**config.mk**
```make
export PLATFORM = sky130hd
export DESIGN_NAME = bcd_updown_timer
export DESIGN_NICKNAME = d
export VERILOG_FILES = /design/src/rtl/bcd_updown_timer_pkg.sv /design/src/rtl/bcd_updown_timer_digit.sv /design/src/rtl/bcd_updown_timer.sv
export SDC_FILE = /design/constraint.sdc
export NUM_CORES = 1
export LEC_CHECK = 0
export ABC_AREA = 1
export BUFFER_PORTS_ARGS = -buffer_cell sky130_fd_sc_hd__buf_4
export CAP_MARGIN = 25
export CORE_MARGIN = 2
export CORE_UTILIZATION = 30
export CTS_CLUSTER_DIAMETER = 150
export DETAILED_ROUTE_END_ITERATION = 12
export PLACE_DENSITY_LB_ADDON = 0.1
export SLEW_MARGIN = 20
export SYNTH_ARGS = -nofsm -noshare
export SYNTH_HDL_FRONTEND = slang
export SYNTH_SLANG_ARGS = --single-unit
```
**constraint.sdc**
```tcl
create_clock -name clk_50M -period 3.3 [get_ports clk_50M]
set_clock_uncertainty 0.05 [all_clocks]
set_input_delay 0.165 -clock clk_50M [delete_from_list [all_inputs] [get_ports clk_50M]]
set_output_delay 0.165 -clock clk_50M [all_outputs]
set_load 0.1 [all_outputs]
```
**src/rtl/bcd_updown_timer_pkg.sv**
```systemverilog
// Shared types and helpers for the BCD up/down timer: run-control states,
// rate encodings, digit constants and prescaler terminal-count arithmetic.
package timer_pkg;

  typedef enum logic [1:0] {
    IDLE    = 2'd0,
    RUN     = 2'd1,
    PAUSE   = 2'd2,
    EXPIRED = 2'd3
  } state_t;

  localparam logic [1:0] RATE_X1 = 2'b00;
  localparam logic [1:0] RATE_X2 = 2'b01;
  localparam logic [1:0] RATE_X4 = 2'b10;
  localparam logic [1:0] RATE_X8 = 2'b11;

  localparam int         DIGIT_W = 4;
  localparam logic [3:0] BCD_MAX = 4'd9;

  function automatic int presc_tc(input int clk_hz, input int base_hz, input logic [1:0] rate);
    return clk_hz / (base_hz << rate) - 1;
  endfunction

  function automatic logic [3:0] clamp_digit(input logic [3:0] d);
    return (d > BCD_MAX) ? BCD_MAX : d;
  endfunction

  // Binary to packed BCD (up to 8 digits); saturates to all nines on overflow.
  function automatic logic [31:0] bin_to_bcd(input int value, input int digits);
    logic [31:0] r;
    int          v;
    r = '0;
    v = value;
    for (int i = 0; i < 8; i++) begin
      if (i < digits) begin
        r[i*4 +: 4] = 4'(v % 10);
        v           = v / 10;
      end
    end
    if (v > 0) begin
      for (int i = 0; i < 8; i++) begin
        if (i < digits) r[i*4 +: 4] = BCD_MAX;
      end
    end
    return r;
  endfunction

endpackage

```
**src/rtl/bcd_updown_timer_digit.sv**
```systemverilog
// One decade of the BCD count: loadable up/down counter whose carry/borrow
// chain ripples combinationally so a whole multi-digit step completes in one cycle.
module bcd_digit
  import timer_pkg::*;
(
  input  logic               clk_50M,
  input  logic               reset_btn,
  input  logic               load,
  input  logic [DIGIT_W-1:0] load_val,
  input  logic               en,
  input  logic               dir,
  input  logic               cin,
  output logic [DIGIT_W-1:0] q,
  output logic               cout
);

  // cin doubles as borrow-in when dir=1; cout as borrow-out.
  assign cout = cin && (dir ? (q == '0) : (q == BCD_MAX));

  always_ff @(posedge clk_50M) begin
    if (reset_btn) begin
      q <= '0;
    end else if (load) begin
      q <= load_val;
    end else if (en && cin) begin
      if (dir) q <= (q == '0) ? BCD_MAX : q - 1'b1;
      else     q <= (q == BCD_MAX) ? '0 : q + 1'b1;
    end
  end

endmodule

```
**src/rtl/bcd_updown_timer.sv**
```systemverilog
// Up/down BCD timer with prescaler, preset/limit registers and run-control FSM.
// Optional lap capture of the displayed count is enabled by TIMER_LAP_CAPTURE_EN.
module bcd_updown_timer
  import timer_pkg::*;
#(
  parameter int CLK_HZ       = 50_000_000,
  parameter int BASE_HZ      = 10,
  parameter int DIGITS       = 3,
  parameter int WARN_LEVEL   = 50,
  parameter int BLINK_CYCLES = 25_000_000
) (
  input  logic                      clk_50M,
  input  logic                      reset_btn,
  input  logic                      start_stop,
  input  logic                      clear,
  input  logic                      dir,
  input  logic [1:0]                rate_sel,
  input  logic [DIGIT_W*DIGITS-1:0] preset,
  input  logic                      preset_load,
  input  logic [DIGIT_W*DIGITS-1:0] limit,
`ifdef TIMER_LAP_CAPTURE_EN
  input  logic                      lap,
  output logic                      lap_active,
`endif
  output logic [DIGIT_W*DIGITS-1:0] bcd_out,
  output logic                      running,
  output logic                      done,
  output logic                      expired,
  output logic                      wrap,
  output logic                      warn_led,
  output logic                      tick
);

  localparam int CW = DIGIT_W * DIGITS;
  localparam int PW = (CLK_HZ / BASE_HZ > 2) ? $clog2(CLK_HZ / BASE_HZ) : 1;
  localparam int BW = (BLINK_CYCLES > 2) ? $clog2(BLINK_CYCLES) : 1;

  localparam logic [PW-1:0] TC_X1      = PW'(presc_tc(CLK_HZ, BASE_HZ, RATE_X1));
  localparam logic [PW-1:0] TC_X2      = PW'(presc_tc(CLK_HZ, BASE_HZ, RATE_X2));
  localparam logic [PW-1:0] TC_X4      = PW'(presc_tc(CLK_HZ, BASE_HZ, RATE_X4));
  localparam logic [PW-1:0] TC_X8      = PW'(presc_tc(CLK_HZ, BASE_HZ, RATE_X8));
  localparam logic [CW-1:0] WARN_BCD   = CW'(bin_to_bcd(WARN_LEVEL, DIGITS));
  localparam logic [CW-1:0] ONE        = CW'(1);
  localparam logic [BW-1:0] BLINK_LAST = BW'(BLINK_CYCLES - 1);

  state_t          state, state_nx;
  logic [CW-1:0]   count, preset_q, preset_clamped, load_val;
  logic            dir_q;
  logic [1:0]      rate_q;
  logic [PW-1:0]   presc, tc;
  logic            rate_chg, cnt_load, cnt_en, done_nx, wrap_nx, warn_cond;
  logic [BW-1:0]   blink_cnt;
  logic [DIGITS:0] carry;

  always_comb begin
    tc = TC_X1;
    case (rate_sel)
      RATE_X1: tc = TC_X1;
      RATE_X2: tc = TC_X2;
      RATE_X4: tc = TC_X4;
      RATE_X8: tc = TC_X8;
      default: tc = TC_X1;
    endcase
  end

  always_comb begin
    preset_clamped = '0;
    for (int i = 0; i < DIGITS; i++) begin
      preset_clamped[i*4 +: 4] = clamp_digit(preset[i*4 +: 4]);
    end
  end

  // A tick is swallowed by any higher-priority control event on the same cycle.
  assign rate_chg = (rate_sel != rate_q);
  assign tick     = (state == RUN) && (presc == tc) && !rate_chg && !clear && !start_stop;

  always_comb begin
    state_nx = state;
    cnt_load = 1'b0;
    load_val = '0;
    cnt_en   = 1'b0;
    done_nx  = 1'b0;
    wrap_nx  = 1'b0;
    if (clear) begin
      cnt_load = 1'b1;
      load_val = (dir_q || state == EXPIRED) ? preset_q : '0;
      state_nx = (state == RUN) ? RUN : IDLE;
    end else if (preset_load && state != RUN) begin
      // In IDLE a down-counter shows the new preset at once so start is not blocked.
      if (state == IDLE && dir_q) begin
        cnt_load = 1'b1;
        load_val = preset_clamped;
      end
    end else if (start_stop) begin
      case (state)
        IDLE:    if (!(dir_q && count == '0)) state_nx = RUN;
        RUN:     state_nx = PAUSE;
        PAUSE:   state_nx = RUN;
        EXPIRED: begin
          state_nx = IDLE;
          cnt_load = 1'b1;
          load_val = preset_q;
        end
        default: state_nx = IDLE;
      endcase
    end else if (tick) begin
      if (!dir_q) begin
        if (count == limit) begin
          cnt_load = 1'b1;
          wrap_nx  = 1'b1;
        end else begin
          cnt_en  = 1'b1;
          wrap_nx = carry[DIGITS];
        end
      end else if (count != '0) begin
        cnt_en = 1'b1;
        if (count == ONE) begin
          done_nx  = 1'b1;
          state_nx = EXPIRED;
        end
      end
    end
  end

  always_ff @(posedge clk_50M) begin
    if (reset_btn) begin
      state    <= IDLE;
      preset_q <= '0;
      dir_q    <= 1'b0;
      rate_q   <= RATE_X1;
      presc    <= '0;
      done     <= 1'b0;
      wrap     <= 1'b0;
    end else begin
      state  <= state_nx;
      done   <= done_nx;
      wrap   <= wrap_nx;
      rate_q <= rate_sel;
      if (state != RUN) dir_q <= dir;
      if (preset_load && !clear && state != RUN) preset_q <= preset_clamped;
      if (state != RUN || state_nx != RUN || rate_chg || clear || tick) presc <= '0;
      else presc <= presc + 1'b1;
    end
  end

  assign carry[0] = 1'b1;
  for (genvar g = 0; g < DIGITS; g++) begin : g_digit
    bcd_digit u_digit (
      .clk_50M   (clk_50M),
      .reset_btn (reset_btn),
      .load      (cnt_load),
      .load_val  (load_val[g*4 +: 4]),
      .en        (cnt_en),
      .dir       (dir_q),
      .cin       (carry[g]),
      .q         (count[g*4 +: 4]),
      .cout      (carry[g+1])
    );
  end

  // Packed BCD orders the same as its binary value, so compare digits directly.
  assign warn_cond = dir_q && (state == RUN) && (count <= WARN_BCD);

  always_ff @(posedge clk_50M) begin
    if (reset_btn || !warn_cond) begin
      blink_cnt <= '0;
      warn_led  <= 1'b0;
    end else if (blink_cnt == BLINK_LAST) begin
      blink_cnt <= '0;
      warn_led  <= ~warn_led;
    end else begin
      blink_cnt <= blink_cnt + 1'b1;
    end
  end

  assign running = (state == RUN);
  assign expired = (state == EXPIRED);

`ifdef TIMER_LAP_CAPTURE_EN
  logic [CW-1:0] lap_q;
  logic          lap_hold;

  always_ff @(posedge clk_50M) begin
    if (reset_btn) begin
      lap_hold <= 1'b0;
      lap_q    <= '0;
    end else if (clear || !(state_nx == RUN || state_nx == PAUSE)) begin
      lap_hold <= 1'b0;
    end else if (lap) begin
      if (lap_hold) begin
        lap_hold <= 1'b0;
      end else if (state == RUN) begin
        lap_hold <= 1'b1;
        lap_q    <= count;
      end
    end
  end

  assign bcd_out    = lap_hold ? lap_q : count;
  assign lap_active = lap_hold;
`else
  assign bcd_out = count;
`endif

endmodule
```
Yosys cells after proc, flatten, opt, wreduce, memory -nomap -nowiden --
Cells that the tools add are included.
Storage, ports and cells: logic and storage cells 138, output and inout port bits 18, bits in registers 80, input bits 32
Operators by class: eq/ne operators 16, magnitude comparators 4, muxes and demuxes 55, bitwise operators 4, reductions and logical operators 39, $add $sub $neg 8
Operators by type and width (count):
- one-hot mux 23 bit (4 select lines) | 1
- two-way mux 12 bit | 6
- two-way mux 4 bit | 18
- adder 25 x 1 -> 25 bit (second input constant) | 1
- == test 25 bit (second input constant) | 1
- adder 23 x 1 -> 23 bit (second input constant) | 1
- == test 23 bit | 1
- two-way mux 1 bit | 21
- two-way mux 2 bit | 8
- logical AND 1 bit | 15
- adder 4 x 1 -> 4 bit (second input constant) | 3
- == test 12 x 1 -> 1 bit (second input constant) | 1
- == test 12 bit | 1
- == test 4 bit (second input constant) | 3
- > comparator 4 bit (second input constant) | 3
- <= comparator 12 x 7 -> 1 bit (second input constant) | 1
- zero test 12 bit | 1
- zero test 4 bit | 3
- nonzero test 12 bit | 1
- subtractor 4 x 1 -> 4 bit (second input constant) | 3
- == test 2 bit (second input constant) | 4
- one-hot mux 2 bit (4 select lines) | 1
- OR reduction 7 bit | 1
- logical OR 1 bit | 6
- other kinds (9) | 21

Longest topological paths before layout --
depth after elaboration 17, gate-level depth with buffers 18

By module --
From an unflattened synthesis, not the netlist that was laid out.
Second synthesis, totals: cell total of the unflattened synthesis 828, area total of the unflattened synthesis 5365.1 sq um
By module, submodules not included:
- bcd_updown_timer | seq. area each 1361.3 sq um, area an instance 4250.3 sq um, cells each 639, instances 1
- bcd_digit | seq. area each 80.1 sq um, area an instance 371.6 sq um, cells each 63, instances 3

Worst setup path after synthesis --
No wires, ideal clock.
path kind reg-to-reg, from register g_digit[1].u_digit.q[3], to register g_digit[2].u_digit.q[1], arrival 2292 ps, path slack 845 ps, stages on the path, launching flop included 13, path buffers 2, period minus slack after synthesis 2455 ps, library setup time 113 ps, path through dfxtp_1 > buf_2 > xnor2_1 > nand2_1 > nor2_1 > nand3_1 > nor2_1 > nand2_4 > buf_6 > nand3_1 > nand2_2 > nor2_1 > nor2_1
On the way: cells in the longest elaborated chain, start to end 9, elaborated cells on any way between the ends 22
Ends and longest elaborated chain:
- start: declaration | RTL line bcd_updown_timer_digit.sv:13 | output logic [DIGIT_W-1:0] q,
- start signal: assignment | RTL line bcd_updown_timer_digit.sv:24 | q <= load_val;
- start signal: assignment | RTL line bcd_updown_timer_digit.sv:26 | if (dir) q <= (q == '0) ? BCD_MAX : q - 1'b1;
- start signal: assignment | RTL line bcd_updown_timer_digit.sv:27 | else q <= (q == BCD_MAX) ? '0 : q + 1'b1;
- == test 12 bit / nonzero test 12 bit (equally long branches) | RTL line bcd_updown_timer.sv:108, bcd_updown_timer.sv:115
- two-way mux 1 bit, on equally long branches | RTL line bcd_updown_timer.sv:108, bcd_updown_timer.sv:115
- two-way mux 1 bit | RTL line bcd_updown_timer.sv:107 | if (!dir_q) begin
- two-way mux 1 bit | RTL line bcd_updown_timer.sv:106 | end else if (tick) begin
- two-way mux 1 bit | RTL line bcd_updown_timer.sv:94 | end else if (start_stop) begin
- two-way mux 1 bit | RTL line bcd_updown_timer.sv:88 | end else if (preset_load && state != RUN) begin
- two-way mux 1 bit | RTL line bcd_updown_timer.sv:84 | if (clear) begin
- logical AND 1 bit | RTL line bcd_updown_timer_digit.sv:25 | end else if (en && cin) begin
- nonzero test 2 bit (no line)
- end signal: assignment | RTL line bcd_updown_timer_digit.sv:24
- end signal: assignment | RTL line bcd_updown_timer_digit.sv:26
- end signal: assignment | RTL line bcd_updown_timer_digit.sv:27
- end: declaration | RTL line bcd_updown_timer_digit.sv:13
Several ways; a longest one is shown, not always the timed one. A chain may end at the register's enable or synchronous reset.

Final worst setup path --
from register state[1], to register g_digit[1].u_digit.q[0]
On the way: cells in the longest elaborated chain, start to end 11, elaborated cells on any way between the ends 30
Ends and longest elaborated chain:
- start: declaration | RTL line bcd_updown_timer.sv:46 | state_t state, state_nx;
- start signal: assignment | RTL line bcd_updown_timer.sv:135 | state <= state_nx;
- == test 2 x 1 -> 1 bit | RTL line bcd_updown_timer.sv:75 | assign tick = (state == RUN) && (presc == tc) && !rate_chg && !clear && !start_stop;
- logical AND 1 bit (4 in series) | RTL line bcd_updown_timer.sv:75
- two-way mux 1 bit | RTL line bcd_updown_timer.sv:106
- two-way mux 1 bit | RTL line bcd_updown_timer.sv:94
- two-way mux 1 bit | RTL line bcd_updown_timer.sv:88
- two-way mux 1 bit | RTL line bcd_updown_timer.sv:84
- logical AND 1 bit | RTL line bcd_updown_timer_digit.sv:25
- nonzero test 2 bit (no line)
Several ways; a longest one is shown, not always the timed one.

==> impl_results.rst <==
.. list-table::
   :header-rows: 1

   * - Metric
     - Value
   * - Clock tree root driver cell
     - clkbuf_16
   * - R2R depth
     - 10
   * - Area Growth Syn to Fin
     - 17.4%
   * - Setup crit end kind
     - flip-flop
   * - Number of failing hold endpoints at the final stage
     - 0
   * - Post-synthesis average cell area
     - 6.14 um2
   * - Remaining routing DRC violations
     - 0
   * - Die Y-Extent
     - about 140 um
   * - Number of synthesized flops with an enable pin
     - 0
   * - Max Clock Freq
     - 418 MHz
   * - Antenna Cells
     - 0
   * - Clock-pin transition on the worst setup and hold timing paths
     - 0.06 ns
   * - Core outline area
     - 17100 um2
   * - Most frequent CP cell
     - nor2_1
   * - Fin. max-slew vios
     - 0
   * - Share of the synthesized area in compound gates (AO/OA/AOI/OAI)
     - 0.128
   * - Effective utilization at floorplan
     - 0.303
   * - Setup slack, reg-to-reg
     - 0.91 ns
   * - Via count of the first global-routing pass
     - ~4700
   * - First-pass GRT wire length
     - 23.2 mm
   * - Worst path bufs/invs
     - 2
   * - Num CTS Buffers
     - 9
   * - Count of instances resized after the clock tree is built
     - 0
   * - Worst setup path category
     - flip-flop to flip-flop
   * - Share of post-route cells with drive strength above 1
     - 0.105
   * - Crit path launch type
     - flip-flop
   * - Count of nets after finishing
     - 929
   * - Number of flip-flops and latches in the synthesized netlist
     - 80
   * - Top area cells in the synthesized netlist
     - dfxtp_1, nand2_1, inv_1
   * - Hold Crit Start
     - dir
   * - Number of levels the H-tree was split into
     - 3
   * - Part of the cycle the worst path needs
     - 0.726
   * - Share of synthesized cell area in and, or, nand and nor gates
     - 0.395
   * - Post-Synth XOR/XNOR Area
     - 0.0339
   * - Proportion of synthesized flip-flops having asynchronous set or reset
     - 0
   * - Capture point of the worst reg-to-reg path
     - g_digit[1].u_digit.q[0]$_SDFFE_PP0P_
   * - Global route overflow
     - 0
   * - First-pass iteration count of the detailed router
     - 5
   * - Number of buffers inserted for hold repair after clock tree synthesis
     - 0
   * - CTS Buffer Depth
     - 2
   * - Synth area leader
     - dfxtp_1
   * - Routed wire per std cell
     - 12.7 um
   * - Maximum net fanout on the critical path
     - 12
   * - Number of port buffers
     - 49
   * - Total half-perimeter wirelength after legalization and detailed placement
     - 10.9 mm
   * - Dominant combinational cell family by area after synthesis
     - simple AND/OR/NAND/NOR gates
   * - Slew at the pin with the worst max-slew slack
     - ~0.9 ns
   * - Vias after detailed routing
     - ~5000
   * - RSZ-0062 raised after global routing
     - false
   * - Net count of the mapped netlist
     - a little under 900
   * - Total of endpoints with negative setup slack in the final report
     - 0
   * - Die X
     - 135 um
   * - Count of buffers added by post-CTS timing repair for setup
     - 0
   * - Pin count of the biggest net entering global routing
     - 19
   * - Sequential fraction of the synthesis area
     - 0.310
   * - Multiplexer share of the synthesized area
     - 0
   * - Area share of the largest cell type after synthesis
     - 0.310
   * - Data required, critical path
     - 3.53 ns
   * - Total routing usage reported by global routing
     - 0.160
   * - Fin Setup TNS
     - 0 ns
   * - Largest vdd supply drop
     - 0.249 mV
   * - PnR Total Power
     - 2.57 mW
   * - Number of warnings reported in the yosys synthesis log
     - 0
   * - Clock latency reported for the late side of the worst-skew pair
     - around 0.35 ns
   * - Number of logic stages on the critical path including buffering
     - 10
   * - Number of sinks on the clock net
     - 80
   * - Time the final worst path needs with I/O delays and setup
     - 2.39 ns
   * - Library cell contributing the largest single delay on the critical path
     - nor2_1
   * - Data arrival time of the critical path
     - 2.62 ns
   * - Hold/Removal Path Class
     - input pin to flip-flop
   * - Total I/O pin count
     - 50
   * - Crit path largest cell delay
     - 0.71 ns
   * - Top routing layer in use
     - met4
   * - Result of the run
     - complete, no violations
   * - CTS tree
     - done
   * - Met1 wire length
     - ~7.4 mm
   * - Instance count of the mapped netlist
     - 842
   * - GPL Wtd Cong
     - 0.841
   * - Min-Delay Path Depth
     - 3
   * - Cell Area, Synth
     - 5170 um2
   * - Maximum capacitance violations
     - 0
   * - Site Rows
     - 48
   * - Floorplan die area
     - 18300 um2
   * - Total wire length
     - 14.1 mm
   * - Detail Route met3 WL
     - roughly 640 um
   * - Hold Crit Endpoint
     - dir_q$_SDFFE_PP0N_
   * - Kind of cell with the highest combined delay on the critical path
     - simple AND/OR/NAND/NOR gates
   * - Critical path, cell by cell
     - inv_1 > nand2_1 > nor2_1 > nand2_1 > inv_2 > nor2_1 > nand2_1 > nor2_2 > nor2_1 > nor2_1
   * - Worst slew margin relative to its limit
     - 0.383
   * - Filler cell count
     - 1905
   * - Met2 layer wire length in the routed design
     - 5.97 mm
   * - Power density relative to cell area
     - 424 nW/um2
   * - Source of the worst register-to-register timing path
     - state[1]$_SDFF_PP0_
   * - Initial DRC count
     - 275
   * - Post-detailed-route count of antenna-violating nets
     - 0
   * - Number of distinct library cells after synthesis
     - 44
   * - Static leakage
     - 2.64 nW
   * - Fraction of the mapped netlist area in adder cells
     - 0.0218
   * - Vias per inst
     - 4.59
   * - Initial antenna violation count
     - 0
   * - Prevailing post-synth register cell
     - dfxtp_1
==> cell families (layout without fill, tap and decap cells) <==
logic type / Yosys count / after routing
simple gates: 463 / 463
buf+inv: 147 / 198
compound gates: 123 / 123
flops: 80 / 80
xor+xnor: 20 / 20
fa+ha+maj: 9 / 9
==> worst reg2reg max path: cells and delay by family, from the launching register on <==
family / cells / cell delay (ns)
DFF: 1 / 0.40
buffers and inverters: 2 / 0.22
and+or+nand+nor: 8 / 1.65
==> routing by layer <==
layer,global-route usage,vias to the layer above
met5,0,-
li1,-,2756
met2,0.245,108
met1,0.228,2252
met3,0.0382,12
met4,0.0382,0
==> power breakdown <==
part	total [mW]	leakage, nW	switching, mW	internal (mW)
Clock	1.10	0.154	0.414	0.684
Sequential	1.02	0.650	0.0338	0.991
Combinational	0.449	1.84	0.310	0.139
==> layout make-up <==
type / count / area (um2) / share of cell area
clock buffer: 13 / 250 / 0.0412
inverter: 130 / 488 / 0.0804
tap: 225 / 282 / 0.0464
clock inverter: 3 / 65.1 / 0.0107
multi-input combinational: 615 / 2990 / 0.493
timing repair buffer: 52 / 390 / 0.0643
sequential: 80 / 1600 / 0.264
==> state kept, by name (all words and copies together), names as in the netlist <==
name	cells
presc	23
blink_cnt	25
g_digit.u_digit.q	12
state	2
warn_led	1
done	1
rate_q	2
preset_q	12
wrap	1
dir_q	1
==> synth_stat cells (2+ instances only) <==
cell,instances
xnor2_1,10
nand3_1,53
dfxtp_1,80
o22ai_1,5
o211ai_1,2
nand2_2,3
nor4_1,2
clkbuf_1,6
buf_2,7
nor2_4,2
nor3_2,3
ha_1,9
inv_2,5
a21oi_1,44
xor2_1,10
a21o_1,2
nand3_2,3
and3_1,3
nand2_1,217
nor3_1,23
o21bai_1,3
nor2_1,121
nor3b_1,7
nor2_2,8
o31ai_1,2
nand4_1,11
buf_6,2
a211oi_1,4
inv_1,124
o21ai_0,57
==> metrics by stage <==
stage | setup WS [ns] | instances | cell area, um2 | hold WS, ns | util
floorplan | 0.845 | 842 | 5170 | 0.193 | -
global placement | 0.922 | 1102 | 5750 | 0.386 | 0.337
detailed placement | 0.913 | 1102 | 5750 | 0.385 | 0.337
CTS | 0.899 | 1118 | 6070 | 0.0349 | 0.356
global route | 0.646 | 1118 | 6070 | 0.0562 | 0.356
finish | 0.905 | 1118 | 6070 | 0.0515 | 0.356
==> placed cells by master (no fill, tap or decap), types with 2 or more instances in the layout <==
cell type / n
nand2_1: 217
inv_1: 124
nor2_1: 121
dfxtp_1: 80
o21ai_0: 57
nand3_1: 53
buf_4: 52
a21oi_1: 44
nor3_1: 23
nand4_1: 11
xnor2_1: 10
xor2_1: 10
ha_1: 9
clkbuf_16: 9
nor2_2: 8
nor3b_1: 7
inv_2: 5
o22ai_1: 5
a211oi_1: 4
nand2_2: 3
o21bai_1: 3
nand3_2: 3
nor3_2: 3
and3_1: 3
clkbuf_1: 3
nor2_4: 2
a21o_1: 2
o211ai_1: 2
o31ai_1: 2
nor4_1: 2
bufinv_16: 2
==> worst max-delay path by stage <==
stage | start | endpoint
4_1_cts | state[1]$_SDFF_PP0_ | g_digit[1].u_digit.q[0]$_SDFFE_PP0P_
3_3_place_gp | rate_sel[0] | g_digit[2].u_digit.q[1]$_SDFFE_PP0P_
6_report | state[1]$_SDFF_PP0_ | g_digit[1].u_digit.q[0]$_SDFFE_PP0P_
3_5_place_dp | state[1]$_SDFF_PP0_ | g_digit[2].u_digit.q[3]$_SDFFE_PP0P_
2_1_floorplan | g_digit[1].u_digit.q[3]$_SDFFE_PP0P_ | g_digit[2].u_digit.q[1]$_SDFFE_PP0P_
5_1_grt | state[1]$_SDFF_PP0_ | g_digit[0].u_digit.q[1]$_SDFFE_PP0P_
Note: power is estimated with default switching activity, not from simulation.
